<file path="config.mk">
export PLATFORM = sky130hd
export DESIGN_NAME = commit_scheduler
export DESIGN_NICKNAME = d
export VERILOG_FILES = /design/src/rtl/commit_scheduler.sv
export SDC_FILE = /design/constraint.sdc
export NUM_CORES = 1
export LEC_CHECK = 0
export CORE_MARGIN = 2
export CORE_UTILIZATION = 40
export DETAILED_ROUTE_END_ITERATION = 10
export PLACE_DENSITY_LB_ADDON = 0.15
export SLEW_MARGIN = 10
export SYNTH_ARGS = -nofsm -noshare
export SYNTH_HDL_FRONTEND = slang
export SYNTH_SLANG_ARGS = --single-unit
</file>
<file path="constraint.sdc">
create_clock -name clk -period 2.56 [get_ports clk]
set_input_delay 0.384 -clock clk [delete_from_list [all_inputs] [get_ports clk]]
set_output_delay 0.384 -clock clk [all_outputs]
set_load 0.01 [all_outputs]
</file>
<file path="src/rtl/commit_scheduler.sv">
// commit_scheduler
//   Retires the head entry of the commit ring in order. The head entry's type
//   selects the resource the commit waits on:
//     COMMIT_GPR    (2'd0) : waits for the ALU result, then writes the register file
//     COMMIT_GPR_IN (2'd1) : waits for a receiver byte, then writes the register file
//     COMMIT_OUT    (2'd2) : requests the transmitter and waits for it to accept
//     2'd3                 : illegal; sets the sticky error flag
//   GPR and GPR_IN commits share one registered register-file write stage.
//   This block also handles run/halt/single-step control and keeps the debug
//   counters.
//
// Ports
//   clk, reset            clock and asynchronous active-high reset
//   head_valid/type/dst   head entry of the commit ring
//   head_pop              head retired this cycle
//   gpr_result_valid/...  ALU result for the head entry
//   in_valid/data/ack     receiver byte interface
//   out_valid/ready/data  transmitter request (out_data = gpr_result[7:0])
//   rf_we/waddr/wdata     registered register-file write port
//   run, step, halted     debug run control
//   error                 sticky illegal-type flag
//   retired_count         wrapping count of retirements
//   stall_count           saturating count of cycles where head_valid=1 and head_pop=0
//
// Handshakes: a transfer happens in the cycle where valid and ready (or
// ack/pop) are both high. head_pop, in_ack and out_valid are combinational
// from the current inputs and state.
module commit_scheduler #(
  parameter int DATA_WIDTH     = 32,
  parameter int REG_ADDR_WIDTH = 5,
  parameter int CNT_WIDTH      = 32
) (
  input  logic                      clk,
  input  logic                      reset,
  input  logic                      head_valid,
  input  logic [1:0]                head_type,
  input  logic [REG_ADDR_WIDTH-1:0] head_dst,
  output logic                      head_pop,
  input  logic                      gpr_result_valid,
  input  logic [DATA_WIDTH-1:0]     gpr_result,
  input  logic                      in_valid,
  input  logic [7:0]                in_data,
  output logic                      in_ack,
  output logic                      out_valid,
  input  logic                      out_ready,
  output logic [7:0]                out_data,
  output logic                      rf_we,
  output logic [REG_ADDR_WIDTH-1:0] rf_waddr,
  output logic [DATA_WIDTH-1:0]     rf_wdata,
  input  logic                      run,
  input  logic                      step,
  output logic                      halted,
  output logic                      error,
  output logic [CNT_WIDTH-1:0]      retired_count,
  output logic [15:0]               stall_count
);

  localparam logic [1:0] COMMIT_GPR    = 2'd0;
  localparam logic [1:0] COMMIT_GPR_IN = 2'd1;
  localparam logic [1:0] COMMIT_OUT    = 2'd2;

  logic                      step_credit_q, step_credit_d;
  logic                      error_q, error_d;
  logic                      rf_we_q, rf_we_d;
  logic [REG_ADDR_WIDTH-1:0] rf_waddr_q, rf_waddr_d;
  logic [DATA_WIDTH-1:0]     rf_wdata_q, rf_wdata_d;
  logic [CNT_WIDTH-1:0]      retired_q, retired_d;
  logic [15:0]               stall_q, stall_d;

  logic commit_en;
  logic active;
  logic illegal;
  logic wr_load;
  logic [DATA_WIDTH-1:0] wr_data;

  assign commit_en = !error_q && (run || step_credit_q);
  assign active    = head_valid && commit_en;

  // Retire decision for the current head.
  always_comb begin
    head_pop  = 1'b0;
    in_ack    = 1'b0;
    out_valid = 1'b0;
    illegal   = 1'b0;
    wr_load   = 1'b0;
    wr_data   = gpr_result;
    if (active) begin
      case (head_type)
        COMMIT_GPR: begin
          if (gpr_result_valid) begin
            head_pop = 1'b1;
            wr_load  = 1'b1;
          end
        end
        COMMIT_GPR_IN: begin
          if (in_valid) begin
            head_pop = 1'b1;
            in_ack   = 1'b1;
            wr_load  = 1'b1;
            wr_data  = DATA_WIDTH'(in_data);
          end
        end
        COMMIT_OUT: begin
          out_valid = 1'b1;
          head_pop  = out_ready;
        end
        default: illegal = 1'b1;
      endcase
    end
  end

  always_comb begin
    // A pop that used the credit clears it. A step that arrives while the
    // credit is already set is dropped, so steps do not queue.
    step_credit_d = step_credit_q;
    if (head_pop && step_credit_q)
      step_credit_d = 1'b0;
    else if (step && !step_credit_q)
      step_credit_d = 1'b1;

    error_d = error_q || illegal;

    // Address and data only change on a write. rf_we alone says whether
    // a write is happening.
    rf_we_d    = wr_load;
    rf_waddr_d = wr_load ? head_dst : rf_waddr_q;
    rf_wdata_d = wr_load ? wr_data  : rf_wdata_q;

    retired_d = head_pop ? retired_q + 1'b1 : retired_q;

    stall_d = stall_q;
    if (head_valid && !head_pop && (stall_q != 16'hFFFF))
      stall_d = stall_q + 16'd1;
  end

  always_ff @(posedge clk or posedge reset) begin
    if (reset) begin
      step_credit_q <= 1'b0;
      error_q       <= 1'b0;
      rf_we_q       <= 1'b0;
      rf_waddr_q    <= '0;
      rf_wdata_q    <= '0;
      retired_q     <= '0;
      stall_q       <= '0;
    end else begin
      step_credit_q <= step_credit_d;
      error_q       <= error_d;
      rf_we_q       <= rf_we_d;
      rf_waddr_q    <= rf_waddr_d;
      rf_wdata_q    <= rf_wdata_d;
      retired_q     <= retired_d;
      stall_q       <= stall_d;
    end
  end

  assign out_data      = gpr_result[7:0];
  assign rf_we         = rf_we_q;
  assign rf_waddr      = rf_waddr_q;
  assign rf_wdata      = rf_wdata_q;
  assign halted        = !run && !step_credit_q;
  assign error         = error_q;
  assign retired_count = retired_q;
  assign stall_count   = stall_q;

endmodule

</file>
# == Word-level counts from Yosys, hierarchy flattened ==
# Cells that the tools add are included.
# W data, S select, Z words.
# word_totals
regBits,88
latchBits,0
ramBits,0
mem_bits_ro,0
input_bits,55
word_cells,45
mem_count,0
# op_classes
addsub,2
mul,0
div,0
magnitude_cmp,0
eq_ne,3
shift,0
muxes,17
bitwise,0
n_reduce_logical,16
# ops
cell,n
$mux W32,3
$add A32 B1 Y32 const B,1
$add A16 B1 Y16 const B,1
$ne A16 B16 Y1 const B,1
$mux W1,12
$logic_and A1 B1 Y1,7
$logic_not A1 Y1,4
$pmux W1 S3,1
$reduce_or A3 Y1,1
$eq A2 B1 Y1 const B,1
$eq A2 B2 Y1 const B,1
$logic_not A2 Y1,1
$logic_or A1 B1 Y1,2
$pmux W1 S2,1
$reduce_bool A2 Y1,1

# == Depth between registers and ports, before layout ==
# Gate-level depths: netlist (run 1).
# depth
word_depth,7
depth_mapped,7

# == Least setup slack after synthesis (run 1) ==
# OpenSTA, ideal clock, no wires.
# synth_timing
path_kind,register to register
from,reg stall_q[0] (netlist: stall_count[0])
to,reg stall_q[13] (netlist: stall_count[13])
arrival_time_ns,1.734
required_time_ns,2.434
setup_slack_ns,0.701
path_stages_with_launch,8
path_buffers,1
period_less_slack_ns,1.859
path_cell_list,dfrtp_1 > ha_1 > and4_1 > and4_1 > clkbuf_1 > nor3_1 > nand4_1 > xnor2_1
# synth_between
elab_chain_len,2
# synth_lines
item,line,text
start: declaration,68,"logic [15:0] stall_q, stall_d;"
start signal: assignment,152,stall_q <= stall_d;
"parallel branches: the longest is 2 deep, another holds $add A16 B1 Y16",-,
# Several ways; the timed one is not identified.
# A chain may end at the register's enable or synchronous reset.

# == Worst setup path in the final report (run 1) ==
# layout_timing
from,in head_type[0]
to,out head_pop
# layout_between
elab_chain_len,3
# layout_lines
item,line,text
start: declaration,36,"input logic [1:0] head_type,"
"$eq A2 B2 Y1, or another cell as far along",88,case (head_type)
$pmux W1 S3 (*),88,
$mux W1 (*),87,if (active) begin
end: declaration,38,"output logic head_pop,"
# Mark *: on every way between the ends. The rest lies on a longest branch, timed or not.

==> reports/metrics.cfg, run 1 <==
[critical_path]
reg2reg_slack_ns=0.58
r2r-start=stall_count[0]
crit_fanout=5
reg2regPathDepth=6
worst-endpoint-arrival_ns=2.08
startpoint_type=input port
crit_required_ns=2.18
path_class=in -> out
crit_path_end_kind=output pin
r2r_end=stall_count[13]

[finish]
area_delta_synth_final_pct=47.9
drive_gt1_frac=0.0659
antenna_cells=0
final_util=0.605
finalNetCount=598

[yosys]
synth_top_cell_by_area=dfrtp_1
avgSynthCellArea_um2=10.2
synth_most_common_cell=nand2_1
postSynthCellCount=389
synthFlopType=dfrtp_1
netlist_area_mm2=0.00397
synth_seq_cells=88
async_reset_ff_frac=1.00
yosysWarningCount=0
yosysSeqAreaShare=0.555
yosysUniqueCellTypes=43
netlist_top_cells_count=nand2_1, dfrtp_1, o21ai_0
synth_edf_count=0
synthTopCellsByArea=dfrtp_1, nand2_1, xor2_1, xnor2_1, o21ai_0
yosysTopAreaCellShare=0.555
syn_nets=446

[outcome]
status=finished, final reports clean

[sta]
min_period_ns=2.46
tns_ns=0
fin_hold_ws_ns=0.485
worst_pin_slew_ns=0.474
maxSlewHeadroom=0.684
timing.fmax_ghz=0.407
hold_viol_final=0
finalSetupViolCount=0
rsz0062_at_grt=false
skew_ns=0.00885
period_share=0.961
final_max_slew_viol_count=0

[detailed_routing]
ant_nets=0
drt-total-wl_um=9870
drc=0
drt-initial-drc-count=113
viasPerCell=4.96
num_vias=3370
drtPass1Iterations=4
avgRoutedWirePerCell_um=14.5

[clock_network]
root_buffer=clkbuf_8
cts_buffers=9
post-cts-setup-buffers=0
cts_tree=yes
htree_levels=3
clk_latency_ns=0.36
hold_buffers=0
clkTransAtPathRegs_ns=0.08
postCtsResizedCells=0
clock-sinks=88
cts_buffer_depth=2

[global_routing]
grt_overflow=0
grt_max_degree=89
antenna_found_initial=0
grtUsageTotal=0.187
grt_pass1_vias=3275
grt_pass1_wl_um=16400

[die]
start_util=0.409
coreArea_mm2=0.00968
die_y_um=104
row_count=36
dieArea_mm2=0.0107
die_x_um=104
io_pins=154

[place]
dp_hpwl_um=7170
port_buffers=153
gp_congestion=0.757

[worst_hold_path]
worstHoldPathCells=2
holdPathEnd=rf_wdata[24]
min_path_type=reg -> reg
hp-start=rf_wdata[24]

[flow_run]
max_cap_viol_count=0

[power]
max-vdd-ir-drop_uv=269
p_per_area_mw_per_mm2=664
p_total_mw=3.89
p_leak_nw=2.60

==> cell usage in the layout (no fill, tap or decap), types with 2 or more instances in the layout <==
master,synthesis,final
nand2_1,94,94
buf_12,0,2
xor2_1,25,25
ha_1,2,2
clkbuf_8,0,9
xnor2_1,20,20
nor3b_1,2,2
clkdlybuf4s50_1,0,153
buf_4,8,7
clkinvlp_4,0,2
nand4bb_1,2,2
nand3b_1,3,3
nor3_1,11,11
clkbuf_1,12,2
nor4b_1,2,2
nor2_1,8,8
and3_1,5,5
o22ai_1,8,8
nand3_1,13,13
dfrtp_1,88,88
a41oi_1,2,2
inv_1,5,4
nand4_1,10,10
o21ai_0,31,31
nor2b_1,2,2
bufinv_16,0,2
nor4_1,9,9
and4_1,7,7
==> layout make-up <==
cell class                      instances  area (µm²)
Sequential cell                        88        2200
Fill cell                             877        3820
Clock buffer                           11         131
Inverter                                7        30.0
Tap cell                              133         166
Clock inverter                          5        81.3
Multi-Input combinational cell        273        1630
Timing Repair Buffer                  162        1620
==> sequential cells by signal (all words and copies together) (netlist names) <==
register and flops:
rf_waddr 5, rf_we 1, step_credit_q 1, retired_count 32, rf_wdata 32, error 1
stall_count 16
==> per-stage QoR <==
| step | std cells | setup slack, ns | area (µm²) |
|---|---|---|---|
| finish | 679 | 0.100 | 5860 |
| global route | 679 | 0.00714 | 5860 |
| CTS | 679 | 0.0944 | 5860 |
| detailed placement | 663 | 0.0986 | 5650 |
| global placement | 663 | 0.117 | 5650 |
| floorplan | 389 | 0.701 | 3970 |
==> kinds of logic after synthesis <==
logic type                 count (synthesis)  synth area share
AOI/OAI and AO/OA                         48            0.0713
xor gates and xnor gates                  45            0.0994
adders and majority gates                  2           0.00631
buffers and inverters                     28            0.0344
DFF                                       88             0.555
muxes                                      2           0.00536
and+or+nand+nor                          176             0.228
==> worst max path at each step <==
stage,start,end,slack [ns],cells past startpoint
2_1_floorplan,stall_count[0],stall_count[13],0.70,7
3_3_place_gp,head_type[0],head_pop,0.12,6
3_5_place_dp,head_type[0],head_pop,0.1,6
4_1_cts,head_type[0],head_pop,0.09,6
5_1_grt,head_type[0],head_pop,0.007,6
6_report,head_type[0],head_pop,0.10,6
==> power breakdown <==
part / total, mW / internal [mW] / switching [mW]
sequential: 1.81 / 1.62 / 0.189
clock: 1.03 / 0.551 / 0.483
combinational: 1.05 / 0.622 / 0.427
total: 3.89 / 2.80 / 1.10
==> critical path: stages <==
cell and delay (ns):
clkdlybuf4s50_1 0.55, mux2i_1 0.35, o21ai_4 0.10, nand2_1 0.12, clkinv_1 0.09, clkdlybuf4s50_1 0.49
==> metal layers <==
metal,up-vias,GRT usage,part of all wire
li1,1633,-,-
met4,0,0.0531,0.013
met3,11,0.0541,0.064
met2,113,0.316,0.49
met5,-,0,0
met1,1613,0.235,0.44
No activity file was read; power rests on OpenSTA's default activity.
==> run 2: changes to the inputs <==
- ABC_AREA: default -> 1
- CORE_UTILIZATION: 40 -> 42
==> reports/metrics.cfg, run 2 <==
[outcome]
status=finished, final reports clean

[global_routing]
antenna_found_initial=0  ; unchanged
grt_overflow=0  ; unchanged
grt_pass1_vias=4368  ; +33%
grtUsageTotal=0.219  ; +0.0317
grt_max_degree=53  ; -40%
grt_pass1_wl_um=20300  ; +24%

[critical_path]
startpoint_type=input port
cpPeakStageDelay_ns=0.57  ; +0.02 ns
worst-endpoint-arrival_ns=2.03  ; -0.05 ns
cp_cell_sequence=clkdlybuf4s50_1 -> inv_1 -> nor3_4 -> inv_1 -> nor3_1 -> clkdlybuf4s50_1
crit_fanout=4  ; -1
crit_required_ns=2.18  ; about the same
path_class=in -> out
slowest_stage=clkdlybuf4s50_1
crit_path_end_kind=output pin

[clock_network]
hold_buffers=0  ; unchanged
cts_buffer_depth=2  ; unchanged
root_buffer=clkbuf_8
cts_tree=yes
clk_latency_ns=0.35  ; about the same
cts_buffers=9  ; unchanged
htree_levels=3  ; unchanged
post-cts-setup-buffers=0  ; unchanged
postCtsResizedCells=0  ; unchanged
clkTransAtPathRegs_ns=0.08  ; about the same
clock-sinks=88  ; unchanged

[power]
p_per_area_mw_per_mm2=441  ; -34%
seqPwrFrac=0.526  ; +0.061
clockPowerShare=0.334  ; +0.068
swShare=0.249  ; -0.0329
p_leak_nw=2.95  ; +13%
max-vdd-ir-drop_uv=296  ; +10%
p_comb_frac=0.139  ; -0.130
power.switching_mw=0.708  ; -36%
internal-power_mw=2.13  ; -24%

[yosys]
synthTopCellsByArea=dfrtp_1, nand2_1, nor2_1, o21ai_0, xor2_1
postSynthCellCount=615  ; +58%
synth_top_cell_by_area=dfrtp_1
netlist_top_cells_count=nand2_1, dfrtp_1, nor2_1
syn_nets=672  ; +51%
async_reset_ff_frac=1.00  ; unchanged
synth_most_common_cell=nand2_1
yosysTopAreaCellShare=0.479  ; -0.0762
avgSynthCellArea_um2=7.47  ; -27%
yosysWarningCount=0  ; unchanged
synth_edf_count=0  ; unchanged
yosysSeqAreaShare=0.479  ; -0.0762
synthFlopType=dfrtp_1
yosysUniqueCellTypes=29  ; -33%
netlist_area_mm2=0.00460  ; +16%
synth_seq_cells=88  ; unchanged

[detailed_routing]
drt-initial-drc-count=124  ; +9.7%
drc=0  ; unchanged
drt-total-wl_um=12100  ; +23%
num_vias=4348  ; +29%
ant_nets=0  ; unchanged
viasPerCell=4.77  ; -3.9%
avgRoutedWirePerCell_um=13.3  ; -8.4%
drtPass1Iterations=4  ; unchanged

[sta]
tns_ns=0  ; unchanged
min_period_ns=2.42  ; -0.0448 ns
skew_ns=0.00906  ; +0.000211 ns
finalSetupViolCount=0  ; unchanged
period_share=0.943  ; -0.0175
hold_viol_final=0  ; unchanged
rsz0062_at_grt=false
maxSlewHeadroom=0.553  ; -0.131
final_max_slew_viol_count=0  ; unchanged
worst_pin_slew_ns=0.671  ; +0.197 ns
timing.fmax_ghz=0.414  ; +1.9%
worst_slack_ns=0.145  ; +0.0448 ns

[finish]
finalNetCount=825  ; +38%
final_cell_mix=nand2_1, clkdlybuf4s50_1, dfrtp_1
drive_gt1_frac=0.0518  ; -0.0141
final_util=0.599  ; -0.00668
final_common_cell=nand2_1
area_delta_synth_final_pct=40.0
antenna_cells=0  ; unchanged
final_cells=912  ; +34%

[die]
coreArea_mm2=0.0107  ; +11%
die_y_um=109  ; +4.9%
die_x_um=109  ; +4.9%
dieArea_mm2=0.0118  ; +10%
io_pins=154  ; unchanged
row_count=38  ; +5.6%
start_util=0.428  ; +0.0183

[flow_run]
max_cap_viol_count=0  ; unchanged

[place]
dp_hpwl_um=9130  ; +27%
dp_slack_ns=0.161  ; +0.0621 ns
port_buffers=153  ; unchanged
placed_cells=897  ; +35%
gp_congestion=0.932  ; +23%

[worst_hold_path]
min_path_type=reg -> reg

## run 2: changes by cell type after synthesis, sizes merged, moves of 4 or more
cell / previous run / this run
and3: 5 / 0
and4: 7 / 0
buf: 9 / 13
inv: 6 / 35
nand2: 94 / 279
nand3: 14 / 21
nand3b: 3 / 12
nand4: 11 / 5
nor2: 8 / 72
nor4: 9 / 1
o21ai: 34 / 43
o22ai: 8 / 0
xnor2: 20 / 7
xor2: 25 / 15
## run 2: cell type report
type / instances / area (µm²)
inverter: 36 / 139
tap: 140 / 175
sequential: 88 / 2200
fill: 982 / 4310
timing repair buffer: 165 / 1620
multi-input combinational: 468 / 2110
clock inverter: 3 / 42.5
clock buffer: 12 / 145
## run 2: worst max-delay path, delay by kind of cell
kind                   cells  cell delay (ns)
and+or+nand+nor            2             0.43
buffers and inverters      4             1.22
## run 2: logic make-up (layout without fill, tap and decap cells)
group                    count (synthesis)  in the layout  synth area share
XOR/XNOR                                22             22            0.0419
adder cells (fa/ha/maj)                  2              2           0.00544
buffers and inverters                   59            216            0.0621
AND/OR/NAND/NOR                        399            399             0.362
AO/OA/AOI/OAI                           45             45            0.0496
flip-flops                              88             88             0.479
## run 2: power by group through the flow
stage          Combinational [mW]  Sequential [mW]  Clock (mW)
2_1_floorplan               0.148             1.53           0
3_3_place_gp                0.396             1.52           0
3_5_place_dp                0.399             1.52           0
4_1_cts                     0.402             1.50       0.983
5_1_grt                     0.444             1.51        1.04
6_report                    0.395             1.49       0.949
## run 2: final timing paths
check                              start                 to  slack [ns]  cells past startpoint
setup / recovery              head_valid          out_valid        0.14                      6
hold / removal               rf_wdata[6]        rf_wdata[6]        0.49                      2
setup reg to reg           step_credit_q     stall_count[6]        0.82                      9
hold reg to reg              rf_wdata[6]        rf_wdata[6]        0.49                      2
max in group asynchronous          reset  retired_count[13]        1.50                      3
min in group asynchronous          reset       rf_wdata[11]        0.52                      3
## run 2: through the flow
step	total power, mW	area, µm²	hold WS (ns)
after global routing	2.99	6430	0.517
after detailed placement	1.92	6250	0.471
after CTS	2.88	6430	0.490
final	2.84	6430	0.486
after floorplan	1.68	4600	0.444
after global placement	1.91	6250	0.463
## run 2: layer usage
layer | vias to the layer above | global-route usage | routed length, µm
met3 | 12 | 0.0747 | 911
met1 | 1998 | 0.268 | 5140
met4 | 0 | 0.0659 | 121
li1 | 2214 | - | -
met2 | 124 | 0.365 | 5970
met5 | - | 0 | 0
==> run 3: changes to the inputs <==
- CAP_MARGIN: default -> 10
- GPL_ROUTABILITY_DRIVEN: default -> 0
==> results of run 3 <==
The final DEF is identical to that of run 2; final timing and power are the same.
